$ cat config.mk
export PLATFORM = sky130hd
export DESIGN_NAME = cc_decoder_pipe_flat
export DESIGN_NICKNAME = d
export VERILOG_FILES = /design/src/rtl/cc_decoder_pipe_pkg.sv /design/src/rtl/cc_decoder_pipe_if.sv /design/src/rtl/cc_decoder_pipe_skid_buf.sv /design/src/rtl/cc_decoder_pipe.sv /design/src/flat_wrapper.sv
export SDC_FILE = /design/constraint.sdc
export NUM_CORES = 1
export LEC_CHECK = 0
export CAP_MARGIN = 20
export CORE_MARGIN = 8
export CORE_UTILIZATION = 50
export DETAILED_ROUTE_END_ITERATION = 7
export PLACE_DENSITY = 0.76
export SYNTH_ARGS = -nofsm -noshare
export SYNTH_HDL_FRONTEND = slang
export SYNTH_SLANG_ARGS = --single-unit
$ cat constraint.sdc
create_clock -name clk -period 3.9 [get_ports clk]
set_input_delay 0.78 -clock clk [delete_from_list [all_inputs] [get_ports clk]]
set_output_delay 0.78 -clock clk [all_outputs]
set_load 0.05 [all_outputs]
$ cat src/rtl/cc_decoder_pipe_pkg.sv
// Shared types and default geometry for the cache-controller read-address decoder.
// Default widths describe a 64 B line, 512-set cache on a 32-bit address space.
package cc_pkg;

    localparam int unsigned CC_ADDR_W   = 32;
    localparam int unsigned CC_OFFSET_W = 6;
    localparam int unsigned CC_INDEX_W  = 9;
    localparam int unsigned CC_TAG_W    = CC_ADDR_W - CC_INDEX_W - CC_OFFSET_W;

    typedef enum logic [1:0] {
        S_EMPTY,
        S_ONE,
        S_FULL
    } cc_state_e;

    typedef struct packed {
        logic [CC_TAG_W-1:0]    tag;
        logic [CC_INDEX_W-1:0]  index;
        logic [CC_OFFSET_W-1:0] offset;
    } cc_req_t;

    function automatic cc_req_t cc_decode(input logic [CC_ADDR_W-1:0] addr);
        cc_req_t req;
        req = cc_req_t'(addr);
        return req;
    endfunction

endpackage

$ cat src/rtl/cc_decoder_pipe_if.sv
// AR request channel from the interconnect plus the decoded-request channel to the hit/miss path.
// The slave modport is the decoder side; master is the interconnect/consumer side.
interface cc_decoder_pipe_if #(
    parameter int unsigned ADDR_WIDTH   = 32,
    parameter int unsigned OFFSET_WIDTH = 6,
    parameter int unsigned INDEX_WIDTH  = 9
);

    localparam int unsigned TAG_WIDTH = ADDR_WIDTH - INDEX_WIDTH - OFFSET_WIDTH;

    logic [ADDR_WIDTH-1:0]   inct_araddr_i;
    logic                    inct_arvalid_i;
    logic                    inct_arready_o;

    logic                    dec_valid_o;
    logic                    dec_ready_i;
    logic [TAG_WIDTH-1:0]    tag_o;
    logic [INDEX_WIDTH-1:0]  index_o;
    logic [OFFSET_WIDTH-1:0] offset_o;

    modport slave (
        input  inct_araddr_i,
        input  inct_arvalid_i,
        output inct_arready_o,
        output dec_valid_o,
        input  dec_ready_i,
        output tag_o,
        output index_o,
        output offset_o
    );

    modport master (
        output inct_araddr_i,
        output inct_arvalid_i,
        input  inct_arready_o,
        input  dec_valid_o,
        output dec_ready_i,
        input  tag_o,
        input  index_o,
        input  offset_o
    );

endinterface

$ cat src/rtl/cc_decoder_pipe_skid_buf.sv
// Generic 2-entry valid/ready buffer; the head entry is always the oldest and drives o_data.
// Head/tail contents are held when no event occurs, so o_data is stable under back-pressure.
module cc_skid_buf
    import cc_pkg::*;
#(
    parameter int unsigned DATA_WIDTH = 32
) (
    input  logic                  clk,
    input  logic                  rst_n,
    input  logic                  i_valid,
    output logic                  o_ready,
    input  logic [DATA_WIDTH-1:0] i_data,
    output logic                  o_valid,
    input  logic                  i_ready,
    output logic [DATA_WIDTH-1:0] o_data
);

    cc_state_e             r_state;
    cc_state_e             w_next;
    logic [DATA_WIDTH-1:0] r_head;
    logic [DATA_WIDTH-1:0] r_tail;

    logic w_push;
    logic w_pop;
    logic w_head_we;
    logic w_head_from_tail;
    logic w_tail_we;

    assign o_ready = (r_state != S_FULL);
    assign o_valid = (r_state != S_EMPTY);
    assign o_data  = r_head;

    assign w_push = i_valid & o_ready;
    assign w_pop  = o_valid & i_ready;

    always_ff @(posedge clk or negedge rst_n) begin
        if (!rst_n) begin
            r_state <= S_EMPTY;
        end else begin
            r_state <= w_next;
        end
    end

    always_comb begin
        w_next           = r_state;
        w_head_we        = 1'b0;
        w_head_from_tail = 1'b0;
        w_tail_we        = 1'b0;
        case (r_state)
            S_EMPTY: begin
                if (w_push) begin
                    w_next    = S_ONE;
                    w_head_we = 1'b1;
                end
            end
            S_ONE: begin
                if (w_push && !w_pop) begin
                    w_next    = S_FULL;
                    w_tail_we = 1'b1;
                end else if (!w_push && w_pop) begin
                    w_next = S_EMPTY;
                end else if (w_push && w_pop) begin
                    w_head_we = 1'b1;
                end
            end
            S_FULL: begin
                // o_ready is low here, so a push cannot coincide with the pop.
                if (w_pop) begin
                    w_next           = S_ONE;
                    w_head_we        = 1'b1;
                    w_head_from_tail = 1'b1;
                end
            end
            default: begin
                w_next = S_EMPTY;
            end
        endcase
    end

    always_ff @(posedge clk or negedge rst_n) begin
        if (!rst_n) begin
            r_head <= '0;
            r_tail <= '0;
        end else begin
            if (w_head_we) begin
                r_head <= w_head_from_tail ? r_tail : i_data;
            end
            if (w_tail_we) begin
                r_tail <= i_data;
            end
        end
    end

endmodule

$ cat src/rtl/cc_decoder_pipe.sv
// Registered AR address decoder: gates acceptance on downstream almost-full, buffers two
// requests, slices tag/index/offset from the head entry and counts interconnect stall cycles.
module cc_decoder_pipe
    import cc_pkg::*;
#(
    parameter int unsigned ADDR_WIDTH      = CC_ADDR_W,
    parameter int unsigned OFFSET_WIDTH    = CC_OFFSET_W,
    parameter int unsigned INDEX_WIDTH     = CC_INDEX_W,
    parameter int unsigned NUM_AFULL       = 4,
    parameter int unsigned STALL_CNT_WIDTH = 16
) (
    input  logic                       clk,
    input  logic                       rst_n,
    cc_decoder_pipe_if.slave           bus,
    input  logic [NUM_AFULL-1:0]       afull_i,
    output logic                       hs_pulse_o,
    input  logic                       stall_clr_i,
    output logic [STALL_CNT_WIDTH-1:0] stall_cnt_o
);

    localparam int unsigned TAG_WIDTH = ADDR_WIDTH - INDEX_WIDTH - OFFSET_WIDTH;
    localparam int unsigned TAG_LSB   = INDEX_WIDTH + OFFSET_WIDTH;

    logic                       w_any_afull;
    logic                       w_buf_ready;
    logic                       w_arready;
    logic                       w_acc;
    logic                       w_stall;
    logic [ADDR_WIDTH-1:0]      w_head;
    logic [STALL_CNT_WIDTH-1:0] r_stall_cnt;

    assign w_any_afull = |afull_i;

    // rst_n is folded in so ready is low for the whole reset window, not only after an edge.
    assign w_arready = rst_n & ~w_any_afull & w_buf_ready;
    assign w_acc     = bus.inct_arvalid_i & w_arready;
    assign w_stall   = bus.inct_arvalid_i & ~w_arready;

    assign bus.inct_arready_o = w_arready;
    assign hs_pulse_o         = w_acc;

    cc_skid_buf #(
        .DATA_WIDTH (ADDR_WIDTH)
    ) u_skid_buf (
        .clk     (clk),
        .rst_n   (rst_n),
        .i_valid (w_acc),
        .o_ready (w_buf_ready),
        .i_data  (bus.inct_araddr_i),
        .o_valid (bus.dec_valid_o),
        .i_ready (bus.dec_ready_i),
        .o_data  (w_head)
    );

    assign bus.tag_o    = w_head[ADDR_WIDTH-1:TAG_LSB];
    assign bus.index_o  = w_head[TAG_LSB-1:OFFSET_WIDTH];
    assign bus.offset_o = w_head[OFFSET_WIDTH-1:0];

    always_ff @(posedge clk or negedge rst_n) begin
        if (!rst_n) begin
            r_stall_cnt <= '0;
        end else if (stall_clr_i) begin
            r_stall_cnt <= '0;
        end else if (w_stall && (r_stall_cnt != '1)) begin
            r_stall_cnt <= r_stall_cnt + 1'b1;
        end
    end

    assign stall_cnt_o = r_stall_cnt;

endmodule

$ cat src/flat_wrapper.sv
// flat-port wrapper written by rule: the top's interface ports become plain ports
module cc_decoder_pipe_flat import cc_pkg::*;
#(
    parameter int unsigned ADDR_WIDTH      = CC_ADDR_W,
    parameter int unsigned OFFSET_WIDTH    = CC_OFFSET_W,
    parameter int unsigned INDEX_WIDTH     = CC_INDEX_W,
    parameter int unsigned NUM_AFULL       = 4,
    parameter int unsigned STALL_CNT_WIDTH = 16
)
  (clk, rst_n, afull_i, hs_pulse_o, stall_clr_i, stall_cnt_o, bus_inct_araddr_i, bus_inct_arvalid_i, bus_inct_arready_o, bus_dec_valid_o, bus_dec_ready_i, bus_tag_o, bus_index_o, bus_offset_o);
  cc_decoder_pipe_if #(.ADDR_WIDTH(ADDR_WIDTH), .OFFSET_WIDTH(OFFSET_WIDTH), .INDEX_WIDTH(INDEX_WIDTH)) bus_i ();
  input  logic clk;
  input  logic rst_n;
  input  logic [NUM_AFULL-1:0] afull_i;
  output logic hs_pulse_o;
  input  logic stall_clr_i;
  output logic [STALL_CNT_WIDTH-1:0] stall_cnt_o;
  input wire logic [$bits(bus_i.inct_araddr_i)-1:0] bus_inct_araddr_i;
  input wire logic [$bits(bus_i.inct_arvalid_i)-1:0] bus_inct_arvalid_i;
  output wire logic [$bits(bus_i.inct_arready_o)-1:0] bus_inct_arready_o;
  output wire logic [$bits(bus_i.dec_valid_o)-1:0] bus_dec_valid_o;
  input wire logic [$bits(bus_i.dec_ready_i)-1:0] bus_dec_ready_i;
  output wire logic [$bits(bus_i.tag_o)-1:0] bus_tag_o;
  output wire logic [$bits(bus_i.index_o)-1:0] bus_index_o;
  output wire logic [$bits(bus_i.offset_o)-1:0] bus_offset_o;
  assign bus_i.inct_araddr_i = bus_inct_araddr_i;
  assign bus_i.inct_arvalid_i = bus_inct_arvalid_i;
  assign bus_inct_arready_o = bus_i.inct_arready_o;
  assign bus_dec_valid_o = bus_i.dec_valid_o;
  assign bus_i.dec_ready_i = bus_dec_ready_i;
  assign bus_tag_o = bus_i.tag_o;
  assign bus_index_o = bus_i.index_o;
  assign bus_offset_o = bus_i.offset_o;
  cc_decoder_pipe #(.ADDR_WIDTH(ADDR_WIDTH), .OFFSET_WIDTH(OFFSET_WIDTH), .INDEX_WIDTH(INDEX_WIDTH), .NUM_AFULL(NUM_AFULL), .STALL_CNT_WIDTH(STALL_CNT_WIDTH)) u_core (.clk(clk), .rst_n(rst_n), .bus(bus_i), .afull_i(afull_i), .hs_pulse_o(hs_pulse_o), .stall_clr_i(stall_clr_i), .stall_cnt_o(stall_cnt_o));
endmodule
## Yosys cells after proc, flatten, opt, wreduce, memory -nomap -nowiden

Index checks and enable logic that the tools add are counted.

- Output and inout bits: 51
- Flip-flop bits (word level): 82
- Input bits: 41
- Word-level logic and storage cells: 48

- Mux-type cells: 17
- Bitwise operators: 8
- Eq/ne operators: 7
- $add $sub $neg: 1
- Reductions and logical operators: 11

Operators by type and width:

| operator | count |
|---|---|
| $mux W16 | 2 |
| $mux W32 | 1 |
| $add A16 B1 Y16 const B | 1 |
| $ne A16 B16 Y1 const B | 1 |
| $mux W1 | 8 |
| $mux W2 | 4 |
| $and A1 B1 Y1 | 6 |
| $ne A2 B2 Y1 const B | 3 |
| $pmux W2 S3 | 1 |
| $logic_and A1 B1 Y1 | 4 |
| $reduce_bool A2 Y1 | 2 |
| $reduce_or A4 Y1 | 1 |
| $ne A3 B3 Y1 const B | 1 |
| $pmux W1 S3 | 1 |
| $reduce_and A3 Y1 | 1 |
| $eq A2 B1 Y1 const B | 1 |
| $eq A2 B2 Y1 const B | 1 |
| $logic_not A1 Y1 | 2 |
| $logic_not A2 Y1 | 1 |
| $not A1 Y1 | 2 |

## Longest topological paths before layout

- Depth in word-level cells: 11
- Depth in mapped cells: 9
- Gate-level depth less buffers: 7

## Modules after synthesis

Synthesis repeated with hierarchy kept, for this count alone.

- Cells, all modules: 292
- Area, all modules: 4027.6 um2

By module, submodules not included:

| module | instances | seq. area each (um2) | area each (um2) | cells an instance |
|---|---|---|---|---|
| cc_skid_buf | 1 | 1651.6 | 3021.6 | 186 |
| cc_decoder_pipe | 1 | 400.4 | 1006.0 | 106 |

## Worst setup path before layout

OpenSTA, ideal clock, no wires.

- Path kind: in2out
- From: input afull_i[1]
- To: output bus_inct_arready_o
- Data arrival time: 2.381 ns
- Required time: 3.120 ns
- Buffers on the path: 0
- Slack: 0.739 ns
- Stages on the path: 2
- Cells stage by stage: or4_4 -> nor3_1

- Longest elaborated chain between the ends: 4

RTL lines:

| what | line | text |
|---|---|---|
| start, declared | flat_wrapper.sv:14 | `input logic [NUM_AFULL-1:0] afull_i;` |
| $reduce_or A4 Y1 | cc_decoder_pipe.sv:32 | `assign w_any_afull = \|afull_i;` |
| $not A1 Y1 | cc_decoder_pipe.sv:35 | `assign w_arready = rst_n & ~w_any_afull & w_buf_ready;` |
| $and A1 B1 Y1 (2 in a row) | cc_decoder_pipe.sv:35 |  |
| end, declared | flat_wrapper.sv:20 | `output wire logic [$bits(bus_i.inct_arready_o)-1:0] bus_inct_arready_o;` |

Every way passes these cells.

## Final worst setup path

- From: input afull_i[1]
- To: output hs_pulse_o

- Longest elaborated chain between the ends: 5

RTL lines:

| what | line | text |
|---|---|---|
| $reduce_or A4 Y1 | cc_decoder_pipe.sv:32 |  |
| $not A1 Y1 | cc_decoder_pipe.sv:35 |  |
| $and A1 B1 Y1 (2 in a row) | cc_decoder_pipe.sv:35 |  |
| $and A1 B1 Y1 | cc_decoder_pipe.sv:36 | `assign w_acc = bus.inct_arvalid_i & w_arready;` |
| end, declared | flat_wrapper.sv:15 | `output logic hs_pulse_o;` |

Every way passes these cells.

==> impl_metrics.ini <==
[layout]
multi_input_area_mm2 = 0.00176
nets = 438
final_common_cell = mux2_2
area.sequential_mm2 = 0.00205
layout_common_cells = mux2_2 (101), clkdlybuf4s50_1 (88), dfrtp_1 (82), buf_4 (11)
final_layout_size_suffix_gt1_share_pct = 33.7
post-route-cell-area_mm2 = 0.00520
fin_cells = 500
syn2layout_area_growth_pct = 32.7
fillCellCount = 580
antenna_cells = 0

[setup_path]
worstSetupStartpointType = input port
critical-path-top-delay-family = simple AND/OR/NAND/NOR gates
cp_data_required_time_ns = 3.12
path_buf_inv = 3
timing.rr.start = u_core.u_skid_buf.r_state[1]
slowest_delay_ns = 0.57
ff2ff_path_depth = 8
critical_path_class = input port to output pin
crit_path_cell_trace = clkdlybuf4s50_1, or4_4, or4b_4, inv_1, buf_12
path_max_fanout = 4
cp.arrival_ns = 2.61
slowest_stage = or4_4
crit_path_end_kind = output pin
critPathLaunch = afull_i[1]
timing.rr.end = u_core.u_skid_buf.o_data[23]
ff2ff_setup_slack_ns = 1.38

[cts]
cts_setup_buffers = 0
cts_made_buffers = 9
clk_path_buf_depth = 2
clkLatencyLatePin_ns = 0.35
post_cts_resized = 0
path_clk_slew_ns = 0.08
htree_levels = 3
cts_root_buf = clkbuf_8
cts-hold-fix-buffers = 0
cts_tree = done
cts.sinks = 82

[yosys]
ys_async_sr_fraction_pct = 100
synth_edf_count = 0
synth_top_area_share_pct = 52.3
synthTopCellsByArea = dfrtp_1 (52%), mux2_2 (29%), o31ai_1 (1.5%)
yosys.cell_types.count = 35
syn_area_per_cell_um2 = 13.2
yosysWarningCount = 0
syn-num-nets = 342
synth_top_area_cell = dfrtp_1
ys_ff_latch = 82
synth_area_mm2 = 0.00392
yosysSeqAreaShare_pct = 52.3
syn-instance-count = 298
synth_ff_type = dfrtp_1

[floorplanning]
start_util_pct = 51.3
die_h_um = 105
core-area_mm2 = 0.00765
die_area_mm2 = 0.0109
die_w_um = 105
io_pins = 92
fp-row-count = 32

[detailed_routing]
postRouteAntennaNets = 0
drt_iter0_drc = 142
drc_errors = 0
vias = 2774
dr.pass1.iters = 4
wl_per_cell_um = 16.9
routed_wl_um = 8460
vias_per_cell = 5.55

[place]
gp_congestion = 0.766
hpwl_um = 6020
port_buffers = 91
placed_cell_area_mm2 = 0.00496
place_ws_ns = 0.331
dp.cells = 485

[power_and_ir_drop]
ir_drop_v = 0.000357
seq_power_share_pct = 39.6
comb_power_share_pct = 35.1
total_power_mw = 2.91
p_sw_mw = 1.02
clockPowerShare_pct = 25.3
power_leakage_nw = 2.26
p_int_mw = 1.88
powerDensity_mw_per_mm2 = 559
p_sw_share_pct = 35.2

[grt]
grt_overflow = 0
grtUsageTotal_pct = 16.1
grt_pass1_vias = 2910
antenna_found_initial = 0
grt_first_pass_wirelength_um = 14400
grt_max_degree = 49

[sta]
drv_slew = 0
fmax_mhz = 295
relSlewSlack_pct = 46.6
fin_crit_sh_pct = 86.9
worst_slew_pin_slew_ns = 0.799
setup_viol = 0
worst_slack_ns = 0.511
finClkSkew_ns = 0.00815
min_period_ns = 3.39
rsz0062_at_grt = false
finalSetupTns_ns = 0
final_hold_viol_count = 0

[run_status]
status = complete, no violations

[run]
maxCapViolations = 0

[min_path]
worst_hold_path_type = input port to async pin
## registers in the layout, indices dropped and copies added, names as in the netlist
| name | flops |
|---|---|
| u_core.u_skid_buf.o_data | 32 |
| u_core.u_skid_buf.r_state | 2 |
| u_core.u_skid_buf.r_tail | 32 |
| u_core.stall_cnt_o | 16 |
## area by class of cell
type	count	share of cell area [%]
sequential	82	39.4
multi-input combinational	195	33.8
timing repair buffer	101	19.3
clock buffer	10	2.65
tap	102	2.45
clock inverter	5	1.97
inverter	5	0.361
## synthesized netlist by cell type (2+ instances only)
cell type	count
buf_8	3
nand2b_1	2
nor4_1	4
nor2_1	7
mux2_2	101
clkbuf_1	12
ha_1	3
and4_1	3
a21oi_1	10
nand2_1	8
o21ai_0	4
nor2b_1	7
dfrtp_1	82
o31ai_1	8
nand4_1	6
nor3_1	3
or4_1	8
inv_1	5
nand3_1	6
## how the worst max path moves through the flow
stage	to	slack [ns]	cells past startpoint
detailed placement	u_core.u_skid_buf.o_data[23]	0.33	9
CTS	hs_pulse_o	0.51	5
global placement	u_core.u_skid_buf.o_data[18]	0.40	9
global route	hs_pulse_o	0.47	5
floorplan	bus_inct_arready_o	0.74	2
finish	hs_pulse_o	0.51	5
## power by group through the flow
stage                     combinational (mW)  sequential (mW)  clock (mW)
final                                   1.02             1.15       0.735
after floorplan                        0.236             1.57           0
after global placement                  1.02             1.16           0
after detailed placement                1.03             1.17           0
after global routing                    1.07             1.18       0.786
after CTS                               1.03             1.15       0.756
## metal layers
layer	routed length (um)	global-route usage (%)
met3	429	4.12
met1	3650	19.7
met5	0	0
met2	4220	26.0
met4	153	7.24
## stage by stage
stage	hold WS, ns	utilization [%]
floorplan	0.475	-
global placement	0.482	64.9
detailed placement	0.480	64.9
CTS	0.482	68.0
global route	0.518	68.0
finish	0.474	68.0
## logic make-up after synthesis
| group | share of synthesized area [%] |
|---|---|
| muxes | 29.3 |
| DFF | 52.3 |
| and+or+nand+nor | 9.77 |
| AOI/OAI and AO/OA | 4.76 |
| buffers and inverters | 2.87 |
| adders and majority gates | 0.958 |
No activity file was read; power rests on OpenSTA's default activity.
